$ cat config.mk
export PLATFORM = sky130hd
export DESIGN_NAME = servant_sleep_ctrl
export DESIGN_NICKNAME = d
export VERILOG_FILES = /design/src/rtl/servant_sleep_ctrl_pkg.sv /design/src/rtl/servant_sync.sv /design/src/rtl/servant_sleep_ctrl.sv
export SDC_FILE = /design/constraint.sdc
export NUM_CORES = 1
export LEC_CHECK = 0
export ABC_AREA = 1
export BUFFER_PORTS_ARGS = -buffer_cell sky130_fd_sc_hd__buf_2
export CAP_MARGIN = 20
export CORE_UTILIZATION = 49
export CTS_BUF_LIST = sky130_fd_sc_hd__clkbuf_8
export DETAILED_ROUTE_END_ITERATION = 16
export HOLD_SLACK_MARGIN = 0.03
export PLACE_DENSITY = 0.82
export SLEW_MARGIN = 20
export SYNTH_ARGS = -nofsm -noshare
export SYNTH_HDL_FRONTEND = slang
export SYNTH_SLANG_ARGS = --single-unit
$ cat constraint.sdc
create_clock -name i_clk -period 1.7 [get_ports i_clk]
set_input_delay 0.255 -clock i_clk [delete_from_list [all_inputs] [get_ports i_clk]]
set_output_delay 0.255 -clock i_clk [all_outputs]
set_load 0.03 [all_outputs]
$ cat src/rtl/servant_sleep_ctrl_pkg.sv
// rtl/servant_sleep_ctrl_pkg.sv - shared state encodings, defaults and sizing helper
package servant_sleep_ctrl_pkg;

  // Sequencer states; encodings are fixed so board top and bench agree
  typedef enum logic [1:0] {
    S_RUN   = 2'd0,
    S_DRAIN = 2'd1,
    S_SLEEP = 2'd2,
    S_WAKE  = 2'd3
  } state_t;

  localparam int DEF_SYNC_STAGES  = 2;
  localparam int DEF_DRAIN_CYCLES = 4;
  localparam int DEF_WAKE_DELAY   = 2;
  localparam int DEF_CNT_W        = 32;

  // Width of the shared drain/wake down-counter, never below one bit
  function automatic int dcnt_width(input int drain_cycles, input int wake_delay);
    int m;
    int w;
    m = (drain_cycles > wake_delay) ? drain_cycles : wake_delay;
    w = $clog2(m + 1);
    return (w < 1) ? 1 : w;
  endfunction

endpackage

$ cat src/rtl/servant_sync.sv
// rtl/servant_sync.sv - N-stage reset-to-0 flop synchroniser for asynchronous board inputs
module servant_sync #(
  parameter int STAGES = 2
) (
  input  logic clk,
  input  logic rst_n,
  input  logic d,
  output logic q
);

  logic [STAGES-1:0] chain;

  // Shift the raw input through the flop chain; the last stage is the safe copy
  always_ff @(posedge clk or negedge rst_n) begin
    if (!rst_n) begin
      chain <= '0;
    end else begin
      chain <= {chain[STAGES-2:0], d};
    end
  end

  assign q = chain[STAGES-1];

endmodule

$ cat src/rtl/servant_sleep_ctrl.sv
// rtl/servant_sleep_ctrl.sv - sleep/wake sequencer that gates the CPU clock once the bus is idle
module servant_sleep_ctrl
  import servant_sleep_ctrl_pkg::*;
#(
  parameter int SYNC_STAGES  = DEF_SYNC_STAGES,
  parameter int DRAIN_CYCLES = DEF_DRAIN_CYCLES,
  parameter int WAKE_DELAY   = DEF_WAKE_DELAY,
  parameter int CNT_W        = DEF_CNT_W
) (
  input  logic             i_clk,
  input  logic             i_rst_n,
  input  logic             i_sleep_req,
  input  logic             i_wakeup_req,
  input  logic             i_ext_irq,
  input  logic             i_wb_cyc,
  output logic             o_clk_en,
  output logic             o_irq,
  output logic             o_sleeping,
  output logic [CNT_W-1:0] o_sleep_cycles
);

  localparam int DW = dcnt_width(DRAIN_CYCLES, WAKE_DELAY);
  localparam logic [DW-1:0] DRAIN_LOAD = DW'(DRAIN_CYCLES);
  localparam logic [DW-1:0] WAKE_LOAD  = DW'(WAKE_DELAY);
  localparam logic [DW-1:0] DCNT_ONE   = DW'(1);

  state_t           state;
  logic [DW-1:0]    dcnt;
  logic             wake;
  logic [CNT_W-1:0] sleep_cycles_inc;

  servant_sync #(
    .STAGES(SYNC_STAGES)
  ) u_irq_sync (
    .clk  (i_clk),
    .rst_n(i_rst_n),
    .d    (i_ext_irq),
    .q    (o_irq)
  );

  // A held interrupt counts as a wake, so it also blocks entry to sleep
  assign wake = i_wakeup_req | o_irq;

  // Profiling counter sticks at all-ones instead of wrapping
  assign sleep_cycles_inc = (&o_sleep_cycles) ? o_sleep_cycles
                                              : o_sleep_cycles + CNT_W'(1);

  // Sequencer; clock enable is its own flop so the gate input never sees a state decode
  always_ff @(posedge i_clk or negedge i_rst_n) begin
    if (!i_rst_n) begin
      state          <= S_RUN;
      dcnt           <= '0;
      o_clk_en       <= 1'b1;
      o_sleeping     <= 1'b0;
      o_sleep_cycles <= '0;
    end else begin
      case (state)
        S_RUN: begin
          if (i_sleep_req && !wake) begin
            state <= S_DRAIN;
            dcnt  <= DRAIN_LOAD;
          end
        end
        S_DRAIN: begin
          if (wake) begin
            state <= S_RUN;
          end else if (i_wb_cyc) begin
            dcnt <= DRAIN_LOAD;
          end else if (dcnt != '0) begin
            dcnt <= dcnt - DCNT_ONE;
          end else begin
            state          <= S_SLEEP;
            o_clk_en       <= 1'b0;
            o_sleeping     <= 1'b1;
            o_sleep_cycles <= '0;
          end
        end
        S_SLEEP: begin
          o_sleep_cycles <= sleep_cycles_inc;
          if (wake) begin
            state <= S_WAKE;
            dcnt  <= WAKE_LOAD;
          end
        end
        S_WAKE: begin
          // Leave when the decremented count reaches zero; a zero delay still spends one cycle here
          o_sleep_cycles <= sleep_cycles_inc;
          if (dcnt <= DCNT_ONE) begin
            state      <= S_RUN;
            dcnt       <= '0;
            o_clk_en   <= 1'b1;
            o_sleeping <= 1'b0;
          end else begin
            dcnt <= dcnt - DCNT_ONE;
          end
        end
        default: begin
          state      <= S_RUN;
          dcnt       <= '0;
          o_clk_en   <= 1'b1;
          o_sleeping <= 1'b0;
        end
      endcase
    end
  end

endmodule
# Word-level counts from Yosys, hierarchy flattened
# Cells that the tools add are included.
# W data, S select, Z words.
# totals
regBits,41
input_bits,6
out_inout_bits,35
wordCells,64
# op_classes
add_sub_neg,2
n_lt_le_gt_ge,1
eq_ne,13
muxes,29
bitwise,1
reduce_logical,12
# ops
cell,count
$mux W32,4
$pmux W32 S2,1
$add A32 B1 Y32 const B,1
$reduce_and A32 Y1,1
$mux W3,6
$reduce_and A5 Y1,3
$ne A2 B2 Y1 const B,7
$mux W2,6
$pmux W3 S4,1
$ne A3 B3 Y1 const B,3
$mux W1,8
$pmux W2 S4,1
$eq A2 B2 Y1 const B,2
$pmux W1 S2,2
$reduce_and A4 Y1,1
$reduce_bool A2 Y1,2
$le A3 B1 Y1 const B,1
$reduce_bool A3 Y1,1
$sub A3 B1 Y3 const B,1
$eq A2 B1 Y1 const B,1
$logic_not A2 Y1,1
$reduce_or A2 Y1,1
$logic_and A1 B1 Y1,1
$logic_not A1 Y1,1
$or A1 B1 Y1,1

# Logic depth before layout (Yosys ltp)
# depth
ltp_word,5
ltp_mapped,10
mapped_depth_nobuf,10

# Modules after synthesis
# Synthesis repeated with hierarchy kept, for this count alone.
# hier_totals
cells_unflattened,374
area_unflattened_um2,2830.2
# modules_own_cells
module,n_inst,cells_per_inst,area_each_um2,seq_area_each_um2
servant_sleep_ctrl,1,372,2780.2,977.2
servant_sync,1,2,50.0,50.0

# Worst setup path after synthesis
# Ideal clock, no wire load.
# synth_timing
path_type,register to register
startpoint,register o_sleep_cycles[0]
endpoint,register o_sleep_cycles[0]
setup_time_ns,0.136
arrival_ns,1.642
required_ns,1.564
path_slack_ns,-0.078
stages_incl_launch_ff,10
n_path_buf,1
period_less_slack_ns,1.778
cell_sequence,dfrtp_1 -> ha_1 -> nand3_2 -> inv_2 -> nand2_4 -> nor2_8 -> nand3_2 -> nand3_2 -> buf_4 -> o21ai_1
# synth_between
elab_chain_cells,3
elab_cells_between_ends,6
classes_between,add/sub (1); eq/ne (1); mux (2); reduce/logical (2)
# synth_lines
element,line,source
start: declaration,servant_sleep_ctrl.sv:19,output logic [CNT_W-1:0] o_sleep_cycles
start signal: assignment,servant_sleep_ctrl.sv:79,o_sleep_cycles <= sleep_cycles_inc;
start signal: assignment,servant_sleep_ctrl.sv:87,o_sleep_cycles <= sleep_cycles_inc;
$add A32 B1 Y32 or $reduce_and A32 Y1 (tied branches),"servant_sleep_ctrl.sv:46, servant_sleep_ctrl.sv:45",
$mux W32 or $ne A2 B2 Y1 (tied branches),--,
$pmux W32 S2 or $reduce_and A5 Y1 (tied branches),--,
# Parallel ways exist; a longest one is shown, timed or not. The select of a mux whose other input is x is not followed.
# A chain may end at the register's enable or synchronous reset.

# Worst setup path in the final report
# layout_timing
startpoint,register dcnt[0]
endpoint,register o_sleep_cycles[16]
# layout_between
elab_chain_cells,3
# layout_lines
element,line,source
start: declaration,servant_sleep_ctrl.sv:28,logic [DW-1:0] dcnt;
start signal: assignment,servant_sleep_ctrl.sv:70,dcnt <= dcnt - DCNT_ONE;
start signal: assignment,servant_sleep_ctrl.sv:94,dcnt <= dcnt - DCNT_ONE;
$reduce_bool A3 Y1,servant_sleep_ctrl.sv:69,end else if (dcnt != '0) begin
$ne A2 B2 Y1 (no source line),--,
$reduce_and A5 Y1 (no source line),--,
# No other way between the ends.

==> reports/qor.yml <==
power_leakage_nw: 1.62
n_fill_cell: 446
placed_cell_area_um2: 3140
syn_nets: 386
antenna_found_initial: 0
die-area_um2: 5620
rrSetupSlack_ns: 0.02
vias: 2768
cap_violations: 0
drt_iter0_drc: 239
wl_per_cell_um: 13.7
cts_tree: "done"
min_path_type: "in -> reg"
critPathMaxFanout: 17
fin_crit_ns: 1.68
slowest_stage: "dfrtp_1"
rr_startpoint: "dcnt[0]$_DFFE_PN0P_"
drt-met1-wl_um: 3070
die_w_um: 75.0
die_h_um: 75.0
clock_latency_ns: 0.30
io_pins: 41
yosysWarnings: 0
whs_ns: 0.0594
syn_avg_cell_area_um2: 6.93
outcome: "finished clean"
fmax_mhz: 596
seq_area_frac_synth_pct: 39.4
grt_pass1_wl_um: 11000
num_antenna_cells: 0
path_cells: "inv_1 > ha_1 > nand2_1 > nor2_2 > a21oi_2 > nor2_4 > buf_4 > nand2_8 > nand2_1 > o21ai_0"
overflow: 0
cp.arrival_ns: 1.85
drc: 0
grt_max_degree: 36
start_kind: "flop"
r2r-end: "o_sleep_cycles[16]$_DFFE_PN0P_"
hold_viol_final: 0
viasPerCell: 5.18
numCtsBuffers: 5
cp.required_ns: 1.87
r2r_cells: 10
first_pass_iters: 5
cp-startpoint: "dcnt[0]$_DFFE_PN0P_"
clk_transition_reported_paths_ns: 0.08
cts_max_path_buffers: 2
drive_above_1_share_pct: 24.6
setup_violations: 0
wl_met2_um: 3560
hold_start: "i_ext_irq"
route.met3.wl_um: 466
grt_pass1_vias: 2410
final_max_slew_viol_count: 0
seqCellArea_um2: 1030
routed_wl_um: 7290
max_stage_delay_ns: 0.38
numPortBuffers: 40
multi_input_area_um2: 1450
fin_skew_ns: 0.00421
crit_type: "reg -> reg"
syn_area_um2: 2610
p_per_area_nw_per_um2: 1310
ys_types: 29
layout_worst_path_cycle_share_pct: 98.7
critical_path.most_common_cell: "nand2_1"
rows: 26
hold_path_end: "u_irq_sync.chain[0]$_DFF_PN0_"
synth_cells: 376
cts_root_buffer: "clkbuf_8"
hpwlAfterDp_um: 5240
final_cell_area_um2: 3360
dp_slack_ns: -0.0215
finalNetCount: 473
end_kind: "flop"
grt_use_total_pct: 26.2
ys_ff_latch: 41
worstMarginPinSlew_ns: 0.462
holdPathStages: 1
slew_headroom_pct: 69.2
peakVddDrop_uv: 835
setup_slack_ns: 0.0228
gp_congestion: 0.944
cts.sinks: 41
start_util_pct: 51.1
rsz0062_at_grt: "yes"
antenna_left: 0
coreArea_um2: 5110
top_layer: "met4"
htreeDepth: 2
area_growth_pct: 28.9
## worst max-delay path, delay by kind of cell, from the launching register on
family / cells / cell delay [ns]
and+or+nand+nor: 5 / 0.59
AOI/OAI and AO/OA: 2 / 0.19
DFF: 1 / 0.38
buffers and inverters: 2 / 0.25
adders and majority gates: 1 / 0.14
## synth_stat cells
| master | number | share of area (%) |
|---|---|---|
| nor2_8 | 1 | 0.77 |
| buf_4 | 1 | 0.29 |
| nand4_1 | 3 | 0.72 |
| a21oi_1 | 2 | 0.38 |
| nand2_1 | 138 | 20 |
| buf_2 | 1 | 0.19 |
| a21oi_2 | 1 | 0.34 |
| dfstp_2 | 1 | 1.0 |
| dfrtp_1 | 40 | 38 |
| o21bai_1 | 1 | 0.29 |
| nand3_1 | 25 | 4.8 |
| nand2_2 | 2 | 0.48 |
| o21ai_0 | 13 | 2.5 |
| buf_1 | 1 | 0.14 |
| xor2_1 | 9 | 3.0 |
| inv_1 | 37 | 5.3 |
| a22oi_1 | 1 | 0.29 |
| o21ai_1 | 20 | 3.8 |
| buf_6 | 3 | 1.3 |
| nand3_2 | 3 | 1.2 |
| nor3_1 | 3 | 0.58 |
| ha_1 | 4 | 1.9 |
| nor2_1 | 49 | 7.1 |
| nor2_4 | 1 | 0.43 |
| xnor2_1 | 8 | 2.7 |
| a21o_1 | 1 | 0.29 |
| nor2_2 | 4 | 0.96 |
| nand2_4 | 2 | 0.86 |
| inv_2 | 1 | 0.14 |
## metal layers
layer,GRT usage [%],up-vias
li1,-,1351
met1,32.3,1275
met2,45.9,120
met3,4.69,22
met4,9.64,0
met5,0,-
## report_power, final
group	switching [W]	internal, W	total, W
Combinational	0.00152	0.000826	0.00234
Sequential	0.000182	0.00120	0.00138
Clock	0.000346	0.000320	0.000666
Total	0.00204	0.00234	0.00439
## per-stage QoR
stage / cells / util (%) / total power [W] / setup TNS (ns)
final: 534 / 65.8 / 0.00439 / 0
after global routing: 534 / 65.8 / 0.00468 / -1.64
after CTS: 526 / 63.7 / 0.00415 / 0
after detailed placement: 517 / 61.4 / 0.00345 / -0.195
after global placement: 517 / 61.4 / 0.00338 / 0
after floorplan: 376 / - / 0.00279 / 0
## layout make-up
class	instances	area share, %
timing repair buffer	85	16.7
sequential	41	30.6
inverter	38	4.24
tap	70	2.61
clock inverter	2	0.223
clock buffer	6	2.46
multi-input combinational	292	43.1
## registers in the layout (all words and copies together), names as in the netlist, named ones only
register,cells
o_sleep_cycles,32
dcnt,3
state,1
o_clk_en,1
o_sleeping,1
u_irq_sync.chain,2
## worst max-delay path by stage
stage,endpoint,slack (ns),depth (start not counted)
final,o_sleep_cycles[16]$_DFFE_PN0P_,0.02,10
after global routing,o_sleep_cycles[15]$_DFFE_PN0P_,-0.08,10
after CTS,o_sleep_cycles[21]$_DFFE_PN0P_,0.02,9
after detailed placement,o_sleep_cycles[8]$_DFFE_PN0P_,-0.02,9
after global placement,o_sleep_cycles[0]$_DFFE_PN0P_,0.02,9
after floorplan,o_sleep_cycles[0]$_DFFE_PN0P_,0.04,9
## logic make-up (layout without fill, tap and decap cells)
logic type | after synthesis | in the layout | synth area share (%)
simple gates | 231 | 232 | 37.7
compound gates | 39 | 39 | 7.92
fa+ha+maj | 4 | 4 | 1.92
flops | 41 | 41 | 39.4
buf+inv | 44 | 131 | 7.39
xor+xnor | 17 | 17 | 5.71
## placed cells by master (no fill, tap or decap), types with 3 or more instances in the layout
master / n
nor3_1: 3
ha_1: 3
nor2_1: 46
o21ai_0: 12
nand3_1: 25
nor2_2: 6
xor2_1: 9
inv_1: 39
buf_2: 40
nand4_1: 3
clkbuf_8: 6
o21ai_1: 21
buf_4: 41
xnor2_1: 8
nand2_1: 138
dfrtp_1: 38
## repair_timing
action,4_1_cts,5_1_grt
resized for setup,2,11
cloned,0,1
hold buffers,1,0
hold endpoints to repair,17,0
setup endpoints to repair,32,34
buffers inserted,0,7
pin swaps,0,5
(Power assumes the default switching activity.)
